[config.mk]
export PLATFORM = sky130hd
export DESIGN_NAME = dregister_pipe
export DESIGN_NICKNAME = d
export VERILOG_FILES = /design/src/rtl/dregister_pipe.sv
export SDC_FILE = /design/constraint.sdc
export NUM_CORES = 1
export LEC_CHECK = 0
export ABC_AREA = 0
export CAP_MARGIN = 20
export CORE_ASPECT_RATIO = 0.8
export CORE_MARGIN = 3
export CORE_UTILIZATION = 40
export DETAILED_ROUTE_END_ITERATION = 12
export PLACE_DENSITY_LB_ADDON = 0.2
export SYNTH_ARGS = -nofsm -noshare
export SYNTH_HDL_FRONTEND = slang
export SYNTH_SLANG_ARGS = --single-unit
export TNS_END_PERCENT = 1
[constraint.sdc]
create_clock -name i_clk -period 1.2 [get_ports i_clk]
set_input_delay 0.24 -clock i_clk [delete_from_list [all_inputs] [get_ports i_clk]]
set_output_delay 0.24 -clock i_clk [all_outputs]
set_load 0.05 [all_outputs]
[src/rtl/dregister_pipe.sv]
// rtl/dregister_pipe.sv - elastic pipeline register with per-stage valid, backpressure, flush and occupancy count
//
// Purpose:
//   DEPTH chained register stages, each with its own valid bit. Data moves under a
//   valid/ready handshake. Empty stages keep accepting while the consumer stalls
//   (bubble collapsing), so a stalled pipe fills to DEPTH words.
//
// Ports:
//   i_clk    in   1      clock, rising edge
//   i_rst    in   1      asynchronous active-high reset
//   i_flush  in   1      synchronous flush, discards all stored data
//   i_valid  in   1      upstream data valid
//   o_ready  out  1      pipeline accepts i_data this cycle
//   i_data   in   WIDTH  upstream data
//   o_valid  out  1      last stage holds valid data
//   i_ready  in   1      downstream accepts o_data this cycle
//   o_data   out  WIDTH  data of the last stage
//   o_count  out  CW     number of valid stages, 0..DEPTH

module dregister_pipe #(
   parameter int               WIDTH       = 8,
   parameter int               DEPTH       = 2,
   parameter logic [WIDTH-1:0] RESET_VALUE = {WIDTH{1'b0}},
   parameter int               CW          = $clog2(DEPTH + 1)
) (
   input  logic             i_clk,
   input  logic             i_rst,
   input  logic             i_flush,
   input  logic             i_valid,
   output logic             o_ready,
   input  logic [WIDTH-1:0] i_data,
   output logic             o_valid,
   input  logic             i_ready,
   output logic [WIDTH-1:0] o_data,
   output logic [CW-1:0]    o_count
);

   logic [DEPTH-1:0] v;
   logic [WIDTH-1:0] d [DEPTH];
   logic [DEPTH-1:0] rin;
   logic [DEPTH-1:0] src_v;
   logic [WIDTH-1:0] src_d [DEPTH];
   logic [CW-1:0]    count;
   logic             in_xfer;
   logic             out_xfer;

   // A stage can load when it is empty or everything downstream of it moves.
   // Unrolled from the output side: stage k is blocked only when stages
   // k..DEPTH-1 are all full and the consumer stalls. Using a scalar
   // accumulator keeps the ready chain free of self-referencing vector bits.
   always_comb begin
      logic all_full;
      all_full = 1'b1;
      rin      = '0;
      for (int k = DEPTH - 1; k >= 0; k--) begin
         all_full = all_full & v[k];
         rin[k]   = ~all_full | i_ready;
      end
   end

   // Source of each stage: upstream port for stage 0, previous stage otherwise.
   always_comb begin
      src_v[0] = i_valid;
      src_d[0] = i_data;
      for (int k = 1; k < DEPTH; k++) begin
         src_v[k] = v[k-1];
         src_d[k] = d[k-1];
      end
   end

   assign o_ready  = rin[0] & ~i_flush;
   assign o_valid  = v[DEPTH-1] & ~i_flush;
   assign o_data   = d[DEPTH-1];
   assign o_count  = count;

   assign in_xfer  = i_valid & o_ready;
   assign out_xfer = o_valid & i_ready;

   always_ff @(posedge i_clk or posedge i_rst) begin
      if (i_rst) begin
         v     <= '0;
         count <= '0;
         for (int k = 0; k < DEPTH; k++) begin
            d[k] <= RESET_VALUE;
         end
      end else if (i_flush) begin
         v     <= '0;
         count <= '0;
         for (int k = 0; k < DEPTH; k++) begin
            d[k] <= RESET_VALUE;
         end
      end else begin
         for (int k = 0; k < DEPTH; k++) begin
            if (rin[k]) begin
               v[k] <= src_v[k];
               // Data only follows a valid word, so an emptied last stage
               // keeps showing the most recent output value.
               if (src_v[k]) begin
                  d[k] <= src_d[k];
               end
            end
         end
         if (in_xfer && !out_xfer) begin
            count <= count + CW'(1);
         end else if (out_xfer && !in_xfer) begin
            count <= count - CW'(1);
         end
      end
   end

endmodule

**After elaboration in Yosys (flattened, before gate mapping)**

Index checks and enable logic that the tools add are counted.

- Add/sub/neg operators: 2
- Muxes and demuxes: 11
- Bitwise operators: 10
- Reduce and logical (&&, ||, !) cells: 11

Operator list:

| kind | count |
|---|---|
| $mux 8 | 4 |
| $mux 16 | 1 |
| $mux 2 | 4 |
| $reduce_bool 2->1 | 4 |
| $and 1x1->1 | 5 |
| $reduce_and 2->1 | 2 |
| $not 1->1 | 3 |
| $reduce_bool 3->1 | 1 |
| $add 2x1->2 const B | 1 |
| $logic_and 1x1->1 | 2 |
| $logic_not 1->1 | 2 |
| $mux 1 | 2 |
| $or 1x1->1 | 2 |
| $sub 2x1->2 const B | 1 |

- Register bits after elaboration: 20
- Bits of input ports: 13
- Output and inout port bits: 12

**Longest topological paths before layout**

Gate-level depths: netlist of the first run.

- Depth in word-level cells: 10
- Mapped depth: 4
- Gate-level depth less buffers: 3

**Worst setup path before layout of the first run**

Ideal clock, no wire load.

- Path kind: flip-flop to output port
- Start point: reg v[1]
- End point: out o_ready
- Arrival time: 1405 ps
- Path slack: -445 ps
- Stages on the path, launching flop included: 3
- Path buffers: 0
- Cell sequence: dfrtp_1 and2b_4 a21oi_1

- Word-level cells in the longest chain between the ends: 4

Ends and longest elaborated chain:

| element | RTL line | RTL |
|---|---|---|
| start, declared | 38 | `logic [DEPTH-1:0] v;` |
| start signal, assigned by index | 95 | `v[k] <= src_v[k];` |
| $and 1x1->1 | 56 | `all_full = all_full & v[k];` |
| $not 1->1 | 57 | `rin[k] = ~all_full \| i_ready;` |
| $or 1x1->1 | 57 |  |
| $and 1x1->1 | 71 | `assign o_ready = rin[0] & ~i_flush;` |
| end, declared | 30 | `output logic o_ready,` |

Every way passes these cells.

**Worst setup path in the final report of the first run**

Ends and elaborated chain as after synthesis.

==> results of run 1 <==
-- cells in the final DEF, fill, tap and decap left out, types with 2 or more instances in the layout --
cell type / instances
dfrtp_1: 18
buf_12: 13
clkdlybuf4s50_1: 11
a21oi_1: 10
o21ai_1: 9
nand3_1: 8
a22o_1: 8
buf_4: 7
clkbuf_4: 3
buf_6: 3
a21oi_2: 2
inv_1: 2
nor2_1: 2
nor2b_1: 2
dfrtp_2: 2
-- area by class of cell --
class / count / area, um2
inverters: 3 / 11.3
fillers: 177 / 764
multi-input cells: 52 / 384
repair buffers: 35 / 465
flip-flops and latches: 20 / 503
well taps: 25 / 31.3
clock buffers: 4 / 36.3
-- kinds of logic (layout without fill, tap and decap cells) --
family	count (synthesis)	count (layout)	share of synthesized area (%)
AO/OA/AOI/OAI	31	31	20.3
flip-flops	20	20	53.4
AND/OR/NAND/NOR	19	19	14.3
buffers and inverters	15	42	9.61
multiplexers	2	2	2.40
-- worst paths after layout --
check                                  startpoint                      to  slack (ps)
worst min register to register  d[13]$_DFFE_PP0P_       d[13]$_DFFE_PP0P_         520
min in group i_clk                        i_ready        v[0]$_DFFE_PP0P_         480
worst min-delay path                        i_rst   o_data[4]$_DFFE_PP0P_         260
worst max-delay path             v[1]$_DFFE_PP0P_                 o_ready        -240
max in group asynchronous                   i_rst        v[1]$_DFFE_PP0P_         720
worst max register to register   v[1]$_DFFE_PP0P_  o_count[1]$_DFFE_PP0P_        -160
-- stage by stage --
step | power [mW] | util, %
floorplan | 0.901 | -
global placement | 1.06 | 60.9
detailed placement | 1.07 | 60.9
CTS | 1.47 | 64.7
global route | 1.53 | 65.2
finish | 1.45 | 65.2
-- state kept, by name, summed over array words and instances, names as in the netlist --
name,cells
o_data,8
o_count,2
v,2
d,8
-- where the power goes --
part | switching, mW | leakage, nW | internal (mW)
registers | 0.0280 | 0.267 | 0.707
logic | 0.162 | 0.362 | 0.179
clock network | 0.193 | 0.0210 | 0.185
total | 0.383 | 0.650 | 1.07
-- what timing repair did --
action,4_1_cts,5_1_grt
gates resized for setup,9,3
pin swaps,6,2
buffers inserted,2,0
endpoints found under the setup margin,13,21
hold buffers,0,0
-- layer usage --
metal | track usage, % | vias to the layer above
met5 | 0 | -
met4 | 3.32 | 0
met3 | 5.56 | 2
met2 | 21.0 | 19
met1 | 23.6 | 352
li1 | - | 360
-- cell usage after synthesis --
| cell | count | area (um2) |
|---|---|---|
| nor3b_4 | 1 | 18.8 |
| and2b_4 | 1 | 10.0 |
| buf_2 | 3 | 15.0 |
| dfrtp_1 | 20 | 500 |
| and4bb_1 | 1 | 12.5 |
| nor2b_1 | 3 | 18.8 |
| a21oi_2 | 1 | 8.76 |
| o21ai_0 | 1 | 5.00 |
| o21ai_1 | 8 | 40.0 |
| a22o_1 | 8 | 70.1 |
| nand2b_1 | 1 | 6.26 |
| buf_1 | 1 | 3.75 |
| a31oi_1 | 1 | 6.26 |
| mux2_1 | 2 | 22.5 |
| nor2_1 | 2 | 7.51 |
| inv_2 | 1 | 3.75 |
| and3b_1 | 1 | 8.76 |
| nand3_1 | 8 | 40.0 |
| buf_4 | 8 | 60.1 |
| inv_1 | 2 | 7.51 |
| nand3b_2 | 1 | 11.3 |
| a21oi_1 | 12 | 60.1 |
-- critical path, delay by kind of cell (launching register included) --
family          cells  cell delay (ps)
compound gates      1              150
buf+inv             1              150
flops               1              430
simple gates        1              180
==> results.toml, run 1 <==
[status]
status = "complete, but fails checks"
violations = "setup timing"

[placement]
portBuffers = 24
gp_congestion = 0.796
pre_cts_slack_ps = -382
placed_area_um2 = 1340
post-dp-hpwl_um = 1440
post-place-cells = 133

[global_routing]
grt_overflow = 0
antenna_found_initial = 0
grt_usage_pct = 15.5
grt_pass1_wl_um = 3430
grt_start_max_net_pins = 21
first_global_vias = 736

[floorplan]
ioPinCount = 25
core_um2 = 2200
die_h_um = 49.3
num_rows = 15
start_util_pct = 42.7
die-area_um2 = 2960
die_x_um = 60.1

[final_layout]
insertedDiodeCount = 0
syn_to_final_growth_pct = 52.7
nets = 128
final_area_um2 = 1430
final_cells = 139
drive_above_1_share_pct = 34.2

[clock_tree]
clockRootBuffer = "clkbuf_4"
cts.clk_slew.worst_paths_ps = 100
cts_num_sinks = 20
cts_tree = "yes"
numCtsBuffers = 3
htree_levels = 1
cts_buffer_depth = 2
insertion_delay_ps = 290

[routing]
drt-total-wl_um = 1930
met1Wirelength_um = 951
via_per_inst = 5.27
first_iter_violations = 8
routed.top_layer = "met4"
wl_met3_um = 97
route.met2.wl_um = 870
drc = 0
drtAntennaViolNets = 0
wl_per_cell_um = 13.9
dr.pass1.iters = 4
routed-via-count = 733

[sta]
post-route-min-period_ps = 1440
setup_ws_ps = -238
finClkSkew_ps = 2.08
max_freq_mhz = 695
worstMarginPinSlew_ps = 342
final-hold-violation-count = 0
setup_tns_ps = -955
hold_ws_ps = 257
setup_viol = 13
slew_headroom_pct = 77.2
fin_crit_sh_pct = 120
report.final.slew_viol_count = 0
rsz0062_at_grt = "true"

[synth]
syn_inst = 87
yosysUniqueCellTypes = 22
synth.cell_area_um2 = 937
ys_seq_elements = 20
syn-mean-instance-area_um2 = 10.8
ys_warn_count = 0
ys_seq_area_share_pct = 53.4
syn_nets = 100

[critical_path]
reg2regPathDepth = 4
cp_cell_sequence = "and2b_4 > a21oi_4 > buf_12"
cp-start-kind = "flop"
critical_path.max_stage_delay_ps = 430
slowest_stage = "dfrtp_2"
crit_required_ps = 960
crit_type = "flop to output pin"
end_kind = "output pin"
cp_max_fo = 2
cp.arrival_ps = 1200

[pwr]
ir_worst_vdd_mv = 0.863
powerDensity_nw_per_um2 = 1020
p_leak_nw = 0.650

[job]
maxCapViolations = 0

[min_path]
hold_path.class = "input pin to async pin"
Note: power is estimated with default switching activity, not from simulation.
==> run 2: changes to the inputs <==
--- a/config.mk
+++ b/config.mk
@@ -11,7 +11,7 @@
 export CORE_MARGIN = 3
 export CORE_UTILIZATION = 40
 export DETAILED_ROUTE_END_ITERATION = 12
-export PLACE_DENSITY_LB_ADDON = 0.2
+export PLACE_DENSITY = 0.68
 export SYNTH_ARGS = -nofsm -noshare
 export SYNTH_HDL_FRONTEND = slang
 export SYNTH_SLANG_ARGS = --single-unit
==> results.toml, run 2 (synthesized netlist as in run 1, its figures left out) <==
[status]
status = "complete, but fails checks"
violations = "setup timing"

[floorplan]
core_um2 = 2200
die_h_um = 49.3
ioPinCount = 25
die-area_um2 = 2960
num_rows = 15
die_x_um = 60.1
start_util_pct = 42.7

[critical_path]
cp_cell_sequence = "buf_4 > nor2b_2 > buf_12"
end_kind = "output pin"
cp_max_fo = 6
critical_path.max_stage_delay_ps = 440
crit_required_ps = 960
slowest_stage = "dfrtp_2"
cp.arrival_ps = 1220
crit_type = "flop to output pin"
cp-start-kind = "flop"

[sta]
report.final.slew_viol_count = 0
setup_tns_ps = -1370
finClkSkew_ps = 2.00
slew_headroom_pct = 78.4
rsz0062_at_grt = "true"
final-hold-violation-count = 0
setup_viol = 16
worstMarginPinSlew_ps = 324
setup_ws_ps = -258
fin_crit_sh_pct = 122
post-route-min-period_ps = 1460
max_freq_mhz = 686
hold_ws_ps = 246

[clock_tree]
postCtsHoldBufs = 0
cts_tree = "yes"
htree_levels = 1
cts_buffer_depth = 2
clockRootBuffer = "clkbuf_4"
insertion_delay_ps = 300
numCtsBuffers = 3
cts.clk_slew.worst_paths_ps = 110
cts_num_sinks = 20

[global_routing]
antenna_found_initial = 0
grt_pass1_wl_um = 3310
grt_overflow = 0
grt_start_max_net_pins = 21
first_global_vias = 726
grt_usage_pct = 14.5

[routing]
drc = 0
wl_per_cell_um = 13.6
via_per_inst = 5.34
drtAntennaViolNets = 0
first_iter_violations = 20
routed-via-count = 748
drt-total-wl_um = 1900
dr.pass1.iters = 4

[min_path]
hold_path.class = "input pin to async pin"

[final_layout]
nets = 129
regArea_um2 = 503
final_cell_mix = "dfrtp_1, buf_12, clkdlybuf4s50_1, a21oi_1, buf_4"
final_cells = 140
drive_above_1_share_pct = 40.0
multi_input_area_um2 = 405
utilization_pct = 67.1
layout_commonest_cell = "dfrtp_1"
n_fill_cell = 154
syn_to_final_growth_pct = 57.1
insertedDiodeCount = 0

[placement]
post-place-cells = 133
post-dp-hpwl_um = 1390
portBuffers = 24
gp_congestion = 0.760

[pwr]
powerDensity_nw_per_um2 = 1100
finalPower_mw = 1.63
ir_worst_vdd_mv = 1.24
p_leak_nw = 0.665

[job]
maxCapViolations = 0
run 2: cell types whose count changed in the layout (fill, tap and decap cells not counted), sizes merged:
cell    before  now
clkbuf       4    3
buf         23   24
bufinv       0    1
run 2: final timing paths:
path | start | endpoint | slack, ps | cells past startpoint
max reg2reg | v[1]$_DFFE_PP0P_ | o_count[1]$_DFFE_PP0P_ | -200 | 4
min reg2reg | d[14]$_DFFE_PP0P_ | d[14]$_DFFE_PP0P_ | 530 | 1
max | v[1]$_DFFE_PP0P_ | o_valid | -260 | 3
min in group i_clk | i_ready | v[0]$_DFFE_PP0P_ | 470 | 3
min | i_rst | o_data[3]$_DFFE_PP0P_ | 250 | 3
max in group asynchronous | i_rst | o_count[0]$_DFFE_PP0P_ | 730 | 3
run 2: critical path: cells and delay by family (launching register included):
kind,cells,cell delay [ps]
flip-flops,1,440
buffers and inverters,2,310
AND/OR/NAND/NOR,1,170
run 2: layout make-up:
type	count	share of cell area, %
tap	25	2.12
sequential	20	34.2
timing repair buffer	36	31.9
clock inverter	1	2.04
multi-input combinational	52	27.5
inverter	3	0.765
clock buffer	3	1.53
run 2: repair_timing:
item	in CTS	in global routing
gates cloned	0	0
setup buffers	3	0
gates resized for setup	9	7
setup endpoints to repair	13	21
pin swaps	4	3
run 2: routing by layer:
metal  GRT usage, %  routed length (um)  up-vias  share of wire [%]
met5              0                   0        -                  0
met4           2.21                  15        0               0.79
met3           3.97                 100        2                5.3
met2           22.1                 908       23                 48
met1           20.9                 873      358                 46
li1               -                   -      365                  -
run 2: power breakdown:
part	leakage, nW	switching (mW)	total (mW)	internal (mW)
Clock	0.0279	0.206	0.544	0.338
Combinational	0.370	0.164	0.346	0.182
Sequential	0.267	0.0287	0.736	0.707
run 2: through the flow:
stage               instance area (um2)  setup slack [ps]
floorplan                           945              -151
global placement                   1340              -362
detailed placement                 1340              -390
CTS                                1440              -238
global route                       1470              -299
finish                             1470              -258
==> run 3: changes to the inputs <==
--- a/config.mk
+++ b/config.mk
@@ -5,13 +5,13 @@
 export SDC_FILE = /design/constraint.sdc
 export NUM_CORES = 1
 export LEC_CHECK = 0
-export ABC_AREA = 0
+export ABC_AREA = 1
 export CAP_MARGIN = 20
 export CORE_ASPECT_RATIO = 0.8
 export CORE_MARGIN = 3
 export CORE_UTILIZATION = 40
 export DETAILED_ROUTE_END_ITERATION = 12
-export PLACE_DENSITY = 0.68
+export PLACE_DENSITY = 0.67
 export SYNTH_ARGS = -nofsm -noshare
 export SYNTH_HDL_FRONTEND = slang
 export SYNTH_SLANG_ARGS = --single-unit
==> results.toml, run 3 <==
[clock_tree]
cts_num_sinks = 20
cts_buffer_depth = 2
cts_tree = "yes"
insertion_delay_ps = 290
htree_levels = 1
numCtsBuffers = 3
clockRootBuffer = "clkbuf_4"
cts.clk_slew.worst_paths_ps = 110

[routing]
drtAntennaViolNets = 0
first_iter_violations = 22
via_per_inst = 5.10
routed-via-count = 837
drc = 0
wl_per_cell_um = 13.1
dr.pass1.iters = 4
drt-total-wl_um = 2140

[synth]
synth_edf_count = 0
ys_warn_count = 0
syn-mean-instance-area_um2 = 8.88
ys_seq_area_share_pct = 51.2
synth_most_common_cell = "dfrtp_1"
synth_ff_type = "dfrtp_1"
synth.cell_area_um2 = 977
synth_xor_area_share_pct = 0
synth.largest_area_cell = "dfrtp_1"
synth_compound_area_share_pct = 11.5
synth_area_leaders = "dfrtp_1, nand3_1, o21ai_0"
syn_inst = 110
synth_top_family_by_area = "simple AND/OR/NAND/NOR gates"
yosysUniqueCellTypes = 17
synthArstFlopShare_pct = 100
synthSimpleGateAreaFrac_pct = 22.4
ys_seq_elements = 20
syn_nets = 123
synthAdderAreaFrac_pct = 0
synth_common_cells = "dfrtp_1, nand3_1, o21ai_0"
muxShareOfSynthArea_pct = 0
synth_top_cell_area_share_pct = 51.2

[pwr]
powerDensity_nw_per_um2 = 1000
internal_power_mw = 1.01
p_clk_share_pct = 21.7
p_sw_mw = 0.433
p_leak_nw = 0.667
switching_share_pct = 30.0
ir_worst_vdd_mv = 0.484
combPwrFrac_pct = 26.8
p_seq_share_pct = 51.5

[final_layout]
nets = 154
syn_to_final_growth_pct = 47.0
drive_above_1_share_pct = 28.1
insertedDiodeCount = 0
n_fill_cell = 186
final_cell_mix = "nand3_1, dfrtp_1, inv_1, o21ai_0"
final_area_um2 = 1440

[critical_path]
path_common_cell = "nor2_4"
cp_max_fo = 3
slowest_stage = "dfrtp_2"
cp_cell_sequence = "nand2_2 > nor2_4 > nor2_4 > buf_12"
end_kind = "output pin"
reg2regPathDepth = 7
cp.arrival_ps = 1120
critical_path.max_stage_delay_ps = 450
crit_required_ps = 960
r2r_end = "o_count[1]$_DFFE_PP0P_"
crit_type = "flop to output pin"
cp-start-kind = "flop"
r2r-start = "v[1]$_DFFE_PP0P_"
rrSetupSlack_ps = -60

[sta]
setup_tns_ps = -427
final-hold-violation-count = 0
setup_viol = 5
rsz0062_at_grt = "true"
setup_ws_ps = -158
slew_headroom_pct = 75.2
worstMarginPinSlew_ps = 372
post-route-min-period_ps = 1360
fin_crit_sh_pct = 113
report.final.slew_viol_count = 0
finClkSkew_ps = 5.04
max_freq_mhz = 737

[placement]
portBuffers = 24
gp_congestion = 0.899
post-dp-hpwl_um = 1580
placed_area_um2 = 1380

[floorplan]
ioPinCount = 25
num_rows = 15
die_x_um = 61.3
core_um2 = 2230
start_util_pct = 43.8
die-area_um2 = 3080
die_h_um = 50.2

[status]
violations = "setup timing"
status = "complete, but fails checks"

[global_routing]
grt_usage_pct = 16.1
antenna_found_initial = 0
grt_start_max_net_pins = 21
first_global_vias = 805
grt_pass1_wl_um = 3620
grt_overflow = 0

[job]
maxCapViolations = 0

[min_path]
hold_path.class = "input pin to async pin"
==> run 3: cell count changes after synthesis, moves of 8 or more <==
cell / delta
o21ai_0: +16
inv_1: +14
nand2_1: +13
a21oi_1: -10
nand3_1: +10
a22o_1: -8
o21ai_1: -8
==> run 3: worst max-delay path by stage <==
stage	start	end	slack, ps	depth (start not counted)
2_1_floorplan	o_count[0]$_DFFE_PP0P_	o_count[1]$_DFFE_PP0P_	-20	7
4_1_cts	v[1]$_DFFE_PP0P_	o_ready	-170	4
3_5_place_dp	i_flush	o_count[0]$_DFFE_PP0P_	-370	7
5_1_grt	v[1]$_DFFE_PP0P_	o_ready	-210	4
6_report	v[1]$_DFFE_PP0P_	o_ready	-160	4
3_3_place_gp	i_ready	o_count[0]$_DFFE_PP0P_	-290	8
==> run 3: logic make-up (layout without fill, tap and decap cells) <==
kind of cell	after synthesis	after routing
buf+inv	27	56
flops	20	20
compound gates	21	21
simple gates	42	42
==> run 3: cell type report <==
type                            instances  area [um2]  area share (%)
Sequential cell                        20         503            35.0
Multi-Input combinational cell         63         349            24.3
Clock buffer                            3        22.5            1.57
Tap cell                               25        31.3            2.18
Inverter                               17        66.3            4.62
Timing Repair Buffer                   36         464            32.3
==> run 3: worst max-delay path, delay by kind of cell, from the launching register on <==
kind / cells / cell delay [ps]
buffers and inverters: 1 / 140
flip-flops: 1 / 450
AND/OR/NAND/NOR: 3 / 230
==> run 3: timing repair <==
action,in CTS,in global routing
hold buffers,0,0
hold endpoints to repair,0,0
endpoints found under the setup margin,6,21
resized for setup,6,2
gates cloned,0,0
pin swaps,2,1
setup buffers,2,1
==> run 3: stage by stage <==
| stage | util [%] | cells | hold slack (ps) | setup WS (ps) | power [mW] |
|---|---|---|---|---|---|
| final | 64.3 | 164 | 260 | -158 | 1.44 |
| after global routing | 64.3 | 164 | 290 | -213 | 1.52 |
| after CTS | 63.9 | 163 | 261 | -170 | 1.45 |
| after detailed placement | 61.6 | 158 | 520 | -371 | 1.13 |
| after global placement | 61.6 | 158 | 512 | -286 | 1.12 |
| after floorplan | - | 110 | 204 | -24.1 | 0.943 |
==> run 3: per-layer routing <==
| layer | global-route usage, % | wire length [um] | up-vias |
|---|---|---|---|
| li1 | - | - | 409 |
| met4 | 8.30 | 48 | 0 |
| met5 | 0 | 0 | - |
| met3 | 3.60 | 116 | 6 |
| met2 | 23.1 | 1040 | 25 |
| met1 | 22.5 | 940 | 397 |
==> run 3: power groups by stage <==
stage / combinational (mW) / sequential [mW] / clock [mW]
2_1_floorplan: 0.162 / 0.781 / 0
3_5_place_dp: 0.374 / 0.756 / 0
6_report: 0.387 / 0.744 / 0.313
3_3_place_gp: 0.364 / 0.753 / 0
5_1_grt: 0.414 / 0.748 / 0.359
4_1_cts: 0.384 / 0.742 / 0.328
